### config.mk
export PLATFORM = sky130hd
export DESIGN_NAME = hilo_muldiv_unit_flat
export DESIGN_NICKNAME = d
export VERILOG_FILES = /design/src/rtl/hilo_muldiv_if.sv /design/src/rtl/hilo_muldiv_unit.sv /design/src/flat_wrapper.sv
export SDC_FILE = /design/constraint.sdc
export NUM_CORES = 1
export LEC_CHECK = 0
export ABC_CLOCK_PERIOD_IN_PS = 7500
export BUFFER_PORTS_ARGS = -buffer_cell sky130_fd_sc_hd__buf_2
export CAP_MARGIN = 20
export CORE_ASPECT_RATIO = 0.6
export CORE_MARGIN = 3
export CORE_UTILIZATION = 60
export CTS_BUF_LIST = sky130_fd_sc_hd__clkbuf_8
export DETAILED_ROUTE_END_ITERATION = 10
export GPL_TIMING_DRIVEN = 0
export PLACE_DENSITY_LB_ADDON = 0.3
export SETUP_SLACK_MARGIN = 0.02
export SYNTH_ARGS = -nofsm -noshare
export SYNTH_HDL_FRONTEND = slang
export SYNTH_SLANG_ARGS = --single-unit
### constraint.sdc
create_clock -name Clk -period 7.5 [get_ports Clk]
set_clock_uncertainty 0.05 [all_clocks]
set_input_delay 0.375 -clock Clk [delete_from_list [all_inputs] [get_ports Clk]]
set_output_delay 0.375 -clock Clk [all_outputs]
set_load 0.02 [all_outputs]
### src/rtl/hilo_muldiv_if.sv
// Start/Busy/Done request channel between the Execution stage and the Hi/Lo
// multiply/divide unit, plus the architectural Hi/Lo result pair.
interface hilo_muldiv_if #(
    parameter int WIDTH = 32
);
    logic             Start;
    logic [1:0]       Op;
    logic [WIDTH-1:0] OperandA;
    logic [WIDTH-1:0] OperandB;
    logic             Busy;
    logic             Done;
    logic             DivByZero;
    logic [WIDTH-1:0] Hi;
    logic [WIDTH-1:0] Lo;

    modport master (
        output Start, Op, OperandA, OperandB,
        input  Busy, Done, DivByZero, Hi, Lo
    );

    modport slave (
        input  Start, Op, OperandA, OperandB,
        output Busy, Done, DivByZero, Hi, Lo
    );
endinterface

### src/rtl/hilo_muldiv_unit.sv
// Iterative MULT/MULTU/DIV/DIVU unit owning the Hi/Lo registers. Works on
// operand magnitudes (shift-add / restoring division) and fixes signs afterwards.
module hilo_muldiv_unit #(
    parameter int WIDTH = 32
) (
    input  logic         Clk,
    input  logic         Rst,
    hilo_muldiv_if.slave bus
);
    localparam int CW = (WIDTH > 1) ? $clog2(WIDTH) : 1;

    typedef enum logic [1:0] {
        S_IDLE,
        S_RUN,
        S_FIX,
        S_DONE
    } state_t;

    state_t             state_q, state_d;
    logic               is_div_q, is_div_d;
    logic               neg_lo_q, neg_lo_d;
    logic               neg_hi_q, neg_hi_d;
    logic               zero_q, zero_d;
    logic [2*WIDTH-1:0] acc_q, acc_d;
    logic [WIDTH-1:0]   opnd_q, opnd_d;
    logic [CW-1:0]      cnt_q, cnt_d;
    logic [WIDTH-1:0]   hi_q, hi_d;
    logic [WIDTH-1:0]   lo_q, lo_d;
    logic               busy_q, busy_d;
    logic               done_q, done_d;
    logic               dbz_q, dbz_d;

    logic               sign_a, sign_b;
    logic [WIDTH-1:0]   mag_a, mag_b;
    logic [WIDTH:0]     mul_sum;
    logic [WIDTH:0]     div_shift, div_trial;
    logic [2*WIDTH-1:0] mul_next, div_next, prod_fix;
    logic [WIDTH-1:0]   quo_fix, rem_fix;

    // Signed ops have Op[0]==0; the magnitude of the most negative value wraps to itself,
    // which is exactly the unsigned magnitude the iterative datapath needs.
    always_comb begin
        sign_a = ~bus.Op[0] & bus.OperandA[WIDTH-1];
        sign_b = ~bus.Op[0] & bus.OperandB[WIDTH-1];
        mag_a  = sign_a ? ({WIDTH{1'b0}} - bus.OperandA) : bus.OperandA;
        mag_b  = sign_b ? ({WIDTH{1'b0}} - bus.OperandB) : bus.OperandB;
    end

    // acc holds {partial product, remaining multiplier} or {remainder, dividend/quotient}
    always_comb begin
        mul_sum   = {1'b0, acc_q[2*WIDTH-1:WIDTH]} + {1'b0, (acc_q[0] ? opnd_q : {WIDTH{1'b0}})};
        mul_next  = {mul_sum, acc_q[WIDTH-1:1]};
        div_shift = acc_q[2*WIDTH-1:WIDTH-1];
        div_trial = div_shift - {1'b0, opnd_q};
        div_next  = div_trial[WIDTH]
                  ? {div_shift[WIDTH-1:0], acc_q[WIDTH-2:0], 1'b0}
                  : {div_trial[WIDTH-1:0], acc_q[WIDTH-2:0], 1'b1};
        prod_fix  = neg_lo_q ? ({(2*WIDTH){1'b0}} - acc_q) : acc_q;
        quo_fix   = neg_lo_q ? ({WIDTH{1'b0}} - acc_q[WIDTH-1:0]) : acc_q[WIDTH-1:0];
        rem_fix   = neg_hi_q ? ({WIDTH{1'b0}} - acc_q[2*WIDTH-1:WIDTH]) : acc_q[2*WIDTH-1:WIDTH];
    end

    always_comb begin
        state_d  = state_q;
        is_div_d = is_div_q;
        neg_lo_d = neg_lo_q;
        neg_hi_d = neg_hi_q;
        zero_d   = zero_q;
        acc_d    = acc_q;
        opnd_d   = opnd_q;
        cnt_d    = cnt_q;
        hi_d     = hi_q;
        lo_d     = lo_q;

        case (state_q)
            S_IDLE, S_DONE: begin
                state_d = S_IDLE;
                if (bus.Start) begin
                    is_div_d = bus.Op[1];
                    neg_lo_d = sign_a ^ sign_b;
                    neg_hi_d = bus.Op[1] ? sign_a : (sign_a ^ sign_b);
                    zero_d   = bus.Op[1] && (bus.OperandB == {WIDTH{1'b0}});
                    cnt_d    = {CW{1'b0}};
                    acc_d    = {{WIDTH{1'b0}}, (bus.Op[1] ? mag_a : mag_b)};
                    opnd_d   = bus.Op[1] ? mag_b : mag_a;
                    state_d  = zero_d ? S_FIX : S_RUN;
                end
            end
            S_RUN: begin
                acc_d = is_div_q ? div_next : mul_next;
                cnt_d = cnt_q + CW'(1);
                if (cnt_q == CW'(WIDTH - 1)) begin
                    state_d = S_FIX;
                end
            end
            S_FIX: begin
                state_d = S_DONE;
                if (!zero_q) begin
                    hi_d = is_div_q ? rem_fix : prod_fix[2*WIDTH-1:WIDTH];
                    lo_d = is_div_q ? quo_fix : prod_fix[WIDTH-1:0];
                end
            end
            default: state_d = S_IDLE;
        endcase

        // Status flags are registered copies of the state being entered.
        busy_d = (state_d == S_RUN) || (state_d == S_FIX);
        done_d = (state_d == S_DONE);
        dbz_d  = (state_d == S_DONE) && zero_d;
    end

    always_ff @(posedge Clk or posedge Rst) begin
        if (Rst) begin
            state_q  <= S_IDLE;
            is_div_q <= 1'b0;
            neg_lo_q <= 1'b0;
            neg_hi_q <= 1'b0;
            zero_q   <= 1'b0;
            acc_q    <= '0;
            opnd_q   <= '0;
            cnt_q    <= '0;
            hi_q     <= '0;
            lo_q     <= '0;
            busy_q   <= 1'b0;
            done_q   <= 1'b0;
            dbz_q    <= 1'b0;
        end else begin
            state_q  <= state_d;
            is_div_q <= is_div_d;
            neg_lo_q <= neg_lo_d;
            neg_hi_q <= neg_hi_d;
            zero_q   <= zero_d;
            acc_q    <= acc_d;
            opnd_q   <= opnd_d;
            cnt_q    <= cnt_d;
            hi_q     <= hi_d;
            lo_q     <= lo_d;
            busy_q   <= busy_d;
            done_q   <= done_d;
            dbz_q    <= dbz_d;
        end
    end

    assign bus.Busy      = busy_q;
    assign bus.Done      = done_q;
    assign bus.DivByZero = dbz_q;
    assign bus.Hi        = hi_q;
    assign bus.Lo        = lo_q;
endmodule

### src/flat_wrapper.sv
// flat-port wrapper written by rule: the top's interface ports become plain ports
module hilo_muldiv_unit_flat 
#(
    parameter int WIDTH = 32
)
  (Clk, Rst, bus_Start, bus_Op, bus_OperandA, bus_OperandB, bus_Busy, bus_Done, bus_DivByZero, bus_Hi, bus_Lo);
  hilo_muldiv_if #(.WIDTH(WIDTH)) bus_i ();
  input  logic Clk;
  input  logic Rst;
  input wire logic [$bits(bus_i.Start)-1:0] bus_Start;
  input wire logic [$bits(bus_i.Op)-1:0] bus_Op;
  input wire logic [$bits(bus_i.OperandA)-1:0] bus_OperandA;
  input wire logic [$bits(bus_i.OperandB)-1:0] bus_OperandB;
  output wire logic [$bits(bus_i.Busy)-1:0] bus_Busy;
  output wire logic [$bits(bus_i.Done)-1:0] bus_Done;
  output wire logic [$bits(bus_i.DivByZero)-1:0] bus_DivByZero;
  output wire logic [$bits(bus_i.Hi)-1:0] bus_Hi;
  output wire logic [$bits(bus_i.Lo)-1:0] bus_Lo;
  assign bus_i.Start = bus_Start;
  assign bus_i.Op = bus_Op;
  assign bus_i.OperandA = bus_OperandA;
  assign bus_i.OperandB = bus_OperandB;
  assign bus_Busy = bus_i.Busy;
  assign bus_Done = bus_i.Done;
  assign bus_DivByZero = bus_i.DivByZero;
  assign bus_Hi = bus_i.Hi;
  assign bus_Lo = bus_i.Lo;
  hilo_muldiv_unit #(.WIDTH(WIDTH)) u_core (.Clk(Clk), .Rst(Rst), .bus(bus_i));
endmodule
==> results.md <==
* Final Hold Fails at 0
* Slew headroom at 0.316
* Ys Warns at 0
* Most common cell after layout, fill and taps aside: nand2_1
* Syn Nets at 2018
* Tcrit/Tclk final at 0.592
* Hold WC Path Type: input port to register
* Reg-to-Reg Start: u_core.state_q[0]$_DFF_PP0_
* Number of global-route vias before repair at 14114
* Remaining antenna violation count at 0
* # Max-Cap Violations at 0
* PwrDens at 287 mW/mm^2
* Net Sw Frac at 0.510
* Routed Wire Length at 54800 um
* Worst Tran Pin Value at 1.02 ns
* IO Port Bufs at 135
* Critical-path top delay cell: nor2_1
* CTS Root Cell: clkbuf_8
* Pint at 2.25 mW
* Worst R2R End: u_core.acc_q[41]$_DFFE_PP0P_
* Peak fanout along the critical path at 10
* Clock latency on the worst-skew pair at 0.52 ns
* Detailed Place HPWL at 43600 um
* Clk buf depth at 2
* Post-Syn Area at 0.0145 mm^2
* Area grow syn2layout at 10.3%
* Reg2reg path depth at 10
* Cells along the critical path: inv_1, ha_1, clkbuf_1, nand2_1, o21ai_1, nand2_1, nor2_1, clkbuf_1, a32oi_1, o21ai_0
* RSZ-0062 raised after global routing: no
* Post-layout instance area at 0.0160 mm^2
* Layout cells sized above 1 at 0.103
* Nets at 2174
* Via/cell ratio at 6.64
* Worst Setup SP: u_core.state_q[0]$_DFF_PP0_
* Boundary pin count at 136
* Sum of buffers and inverters on the critical path at 3
* CP arrival at 4.82 ns
* Unique cell type count in the Yosys netlist at 80
* TritonCTS Buffers at 17
* Outcome: complete, no violations
* DR pass1 iterations at 8
* Clk sink count at 174
* Number of flops mapped to enable cells by yosys at 0
* Crit path max-delay family: simple AND/OR/NAND/NOR gates
* Sequential share of power at 0.296
* CTS clk-pin slew, worst paths at 0.10 ns
* Max stage delay on crit path at 0.70 ns
* Final antenna diode count at 0
* CP endpoint: u_core.acc_q[41]$_DFFE_PP0P_
* P_leak at 7.19 nW
* Crit. End Element: register
* Die Ht at 126 um
* Initial antenna violation count at 0
* Register area share after synthesis at 0.300
* Die Width at 207 um
* Ys flop type: dfrtp_1
* Combinational Power Share at 0.558
* Post-CTS Resized at 0
* Core region area at 0.0234 mm^2
* # H-tree levels at 4
* GP Congestion at 1.08
* Setup TNS at 0 ns
* Mapped Cells at 1874
* Synthesis-stage register bit count at 174
* Post-synthesis async set-or-reset flop share at 1.00
* Cell Rows at 43
* Minimum clock period at 4.44 ns
* Via Count at 15668
* Fmax at 225 MHz
* Final setup viols at 0
* DR WL/cell at 23.2 um
* Switch Pwr at 2.34 mW
* Final core occ at 0.683
* Max-slew violations at 0
* CTS tree: built
* First-pass GRT wire length at 82300 um
* DRT iter0 DRCs at 2255
* Clock power share at 0.146
* WP data required at 7.88 ns
* Largest net degree at the start of global routing at 109
* DR DRC count at 0
* Die ar. at 0.0261 mm^2
* Maximum VDD drop at 0.207 mV
* Initial Utilization at 0.620
* Crit path depth at 10
* R2R setup slack at 3.06 ns
* CP Class: register to register
* Gr usage total at 0.413
* Remaining global-route overflow at 0
* Syn avg cell area at 7.74 um^2
* Most frequent cells in the layout: nand2_1 (212), nor2_1 (208), o21ai_0 (205)
* Dpl cell area at 0.0156 mm^2
* Post-CTS setup buffers at 0
* Critical Path Start Type: register
metrics by stage:
stage | power (mW) | setup WS (ns) | hold slack, ns | instances
2_1_floorplan | 3.04 | 2.36 | 0.400 | 1874
3_3_place_gp | 3.71 | 0.505 | 0.407 | 2324
3_5_place_dp | 3.78 | 3.32 | 0.396 | 2325
4_1_cts | 4.44 | 3.33 | 0.169 | 2358
5_1_grt | 4.83 | 2.84 | 0.232 | 2358
6_report | 4.59 | 3.06 | 0.206 | 2358
tightest hold or removal path, stage by stage:
cell     delay, ns
buf_2         0.16
nand3_1       0.11
nand2_1       0.08
power by group through the flow:
| stage | Sequential (mW) | Combinational (mW) | Clock [mW] |
|---|---|---|---|
| after floorplan | 1.24 | 1.81 | 0 |
| after detailed placement | 1.35 | 2.43 | 0 |
| after global routing | 1.37 | 2.76 | 0.704 |
| after global placement | 1.34 | 2.37 | 0 |
| after CTS | 1.33 | 2.44 | 0.665 |
| final | 1.36 | 2.56 | 0.669 |
state kept, by name (all words and copies together) (netlist names), 2 cells and up:
| signal | count |
|---|---|
| u_core.opnd_q | 32 |
| u_core.cnt_q | 5 |
| u_core.bus.Lo | 32 |
| u_core.acc_q | 64 |
| u_core.bus.Hi | 32 |
| u_core.state_q | 2 |
cell type report:
cell class,count,area [um^2]
multi-input combinational,1523,9470
fill,2037,7410
sequential,174,4350
timing repair buffer,137,713
buffer,105,404
tap,315,394
inverter,72,278
clock buffer,18,248
clock inverter,14,128
cells by family after synthesis:
group / count (synthesis) / synth area share
buffers and inverters: 177 / 0.0465
AOI/OAI and AO/OA: 607 / 0.253
DFF: 174 / 0.300
muxes: 49 / 0.0358
adders and majority gates: 75 / 0.0658
xor gates and xnor gates: 168 / 0.101
and+or+nand+nor: 624 / 0.197
cell usage after synthesis, types with 5 or more instances:
| master | n | area share |
|---|---|---|
| nand4_1 | 10 | 0.0043 |
| and3_1 | 15 | 0.0065 |
| nand3_1 | 31 | 0.011 |
| xnor2_1 | 81 | 0.049 |
| a22oi_1 | 5 | 0.0026 |
| nor2b_1 | 16 | 0.0069 |
| o211ai_1 | 12 | 0.0062 |
| o31ai_1 | 29 | 0.015 |
| and2_1 | 7 | 0.0030 |
| a211oi_1 | 40 | 0.021 |
| o2111ai_1 | 5 | 0.0030 |
| xor2_1 | 87 | 0.053 |
| a221o_1 | 5 | 0.0035 |
| o221ai_1 | 5 | 0.0030 |
| nor2_1 | 208 | 0.054 |
| or3_1 | 6 | 0.0026 |
| nand2_1 | 212 | 0.055 |
| or4_1 | 9 | 0.0047 |
| nor3_1 | 43 | 0.015 |
| nand2b_1 | 17 | 0.0073 |
| a22o_1 | 6 | 0.0036 |
| dfrtp_1 | 174 | 0.30 |
| a21oi_1 | 187 | 0.065 |
| mux2i_1 | 26 | 0.018 |
| o21bai_1 | 10 | 0.0052 |
| mux2_2 | 23 | 0.018 |
| a221oi_1 | 7 | 0.0042 |
| inv_1 | 71 | 0.018 |
| nor4_1 | 22 | 0.0095 |
| o21a_1 | 10 | 0.0052 |
| a21boi_0 | 7 | 0.0036 |
| o21ai_0 | 205 | 0.071 |
| clkbuf_1 | 94 | 0.024 |
| a31oi_1 | 11 | 0.0047 |
| nand3b_1 | 5 | 0.0026 |
| a211o_1 | 6 | 0.0036 |
| buf_1 | 8 | 0.0021 |
| ha_1 | 73 | 0.063 |
| o41ai_1 | 11 | 0.0066 |
| a21o_1 | 18 | 0.0093 |
how the worst min path moves through the flow:
stage                                        startpoint                             to  slack (ns)  cells past startpoint
final                                         bus_Start        u_core.zero_q$_DFF_PP0_        0.21                      3
after detailed placement                            Rst  u_core.bus.Lo[16]$_DFFE_PP0P_        0.40                      2
after global routing                          bus_Start        u_core.zero_q$_DFF_PP0_        0.23                      3
after CTS                                     bus_Start        u_core.zero_q$_DFF_PP0_        0.17                      3
after floorplan           u_core.opnd_q[27]$_DFFE_PP0P_  u_core.opnd_q[27]$_DFFE_PP0P_        0.40                      1
after global placement    u_core.bus.Lo[29]$_DFFE_PP0P_  u_core.bus.Lo[29]$_DFFE_PP0P_        0.41                      2
layer usage:
layer / wire [um] / track usage / part of all wire / vias up
li1: - / - / - / 7017
met1: 23200 / 0.616 / 0.42 / 7427
met3: 9760 / 0.195 / 0.18 / 90
met4: 997 / 0.0897 / 0.018 / 0
met2: 20800 / 0.538 / 0.38 / 1134
met5: 0 / 0 / 0 / -
repair_timing:
item | CTS | global route
hold buffers | 1 | 0
hold endpoints to repair | 66 | 0
endpoints found under the setup margin | 0 | 0
(Power assumes the default switching activity.)
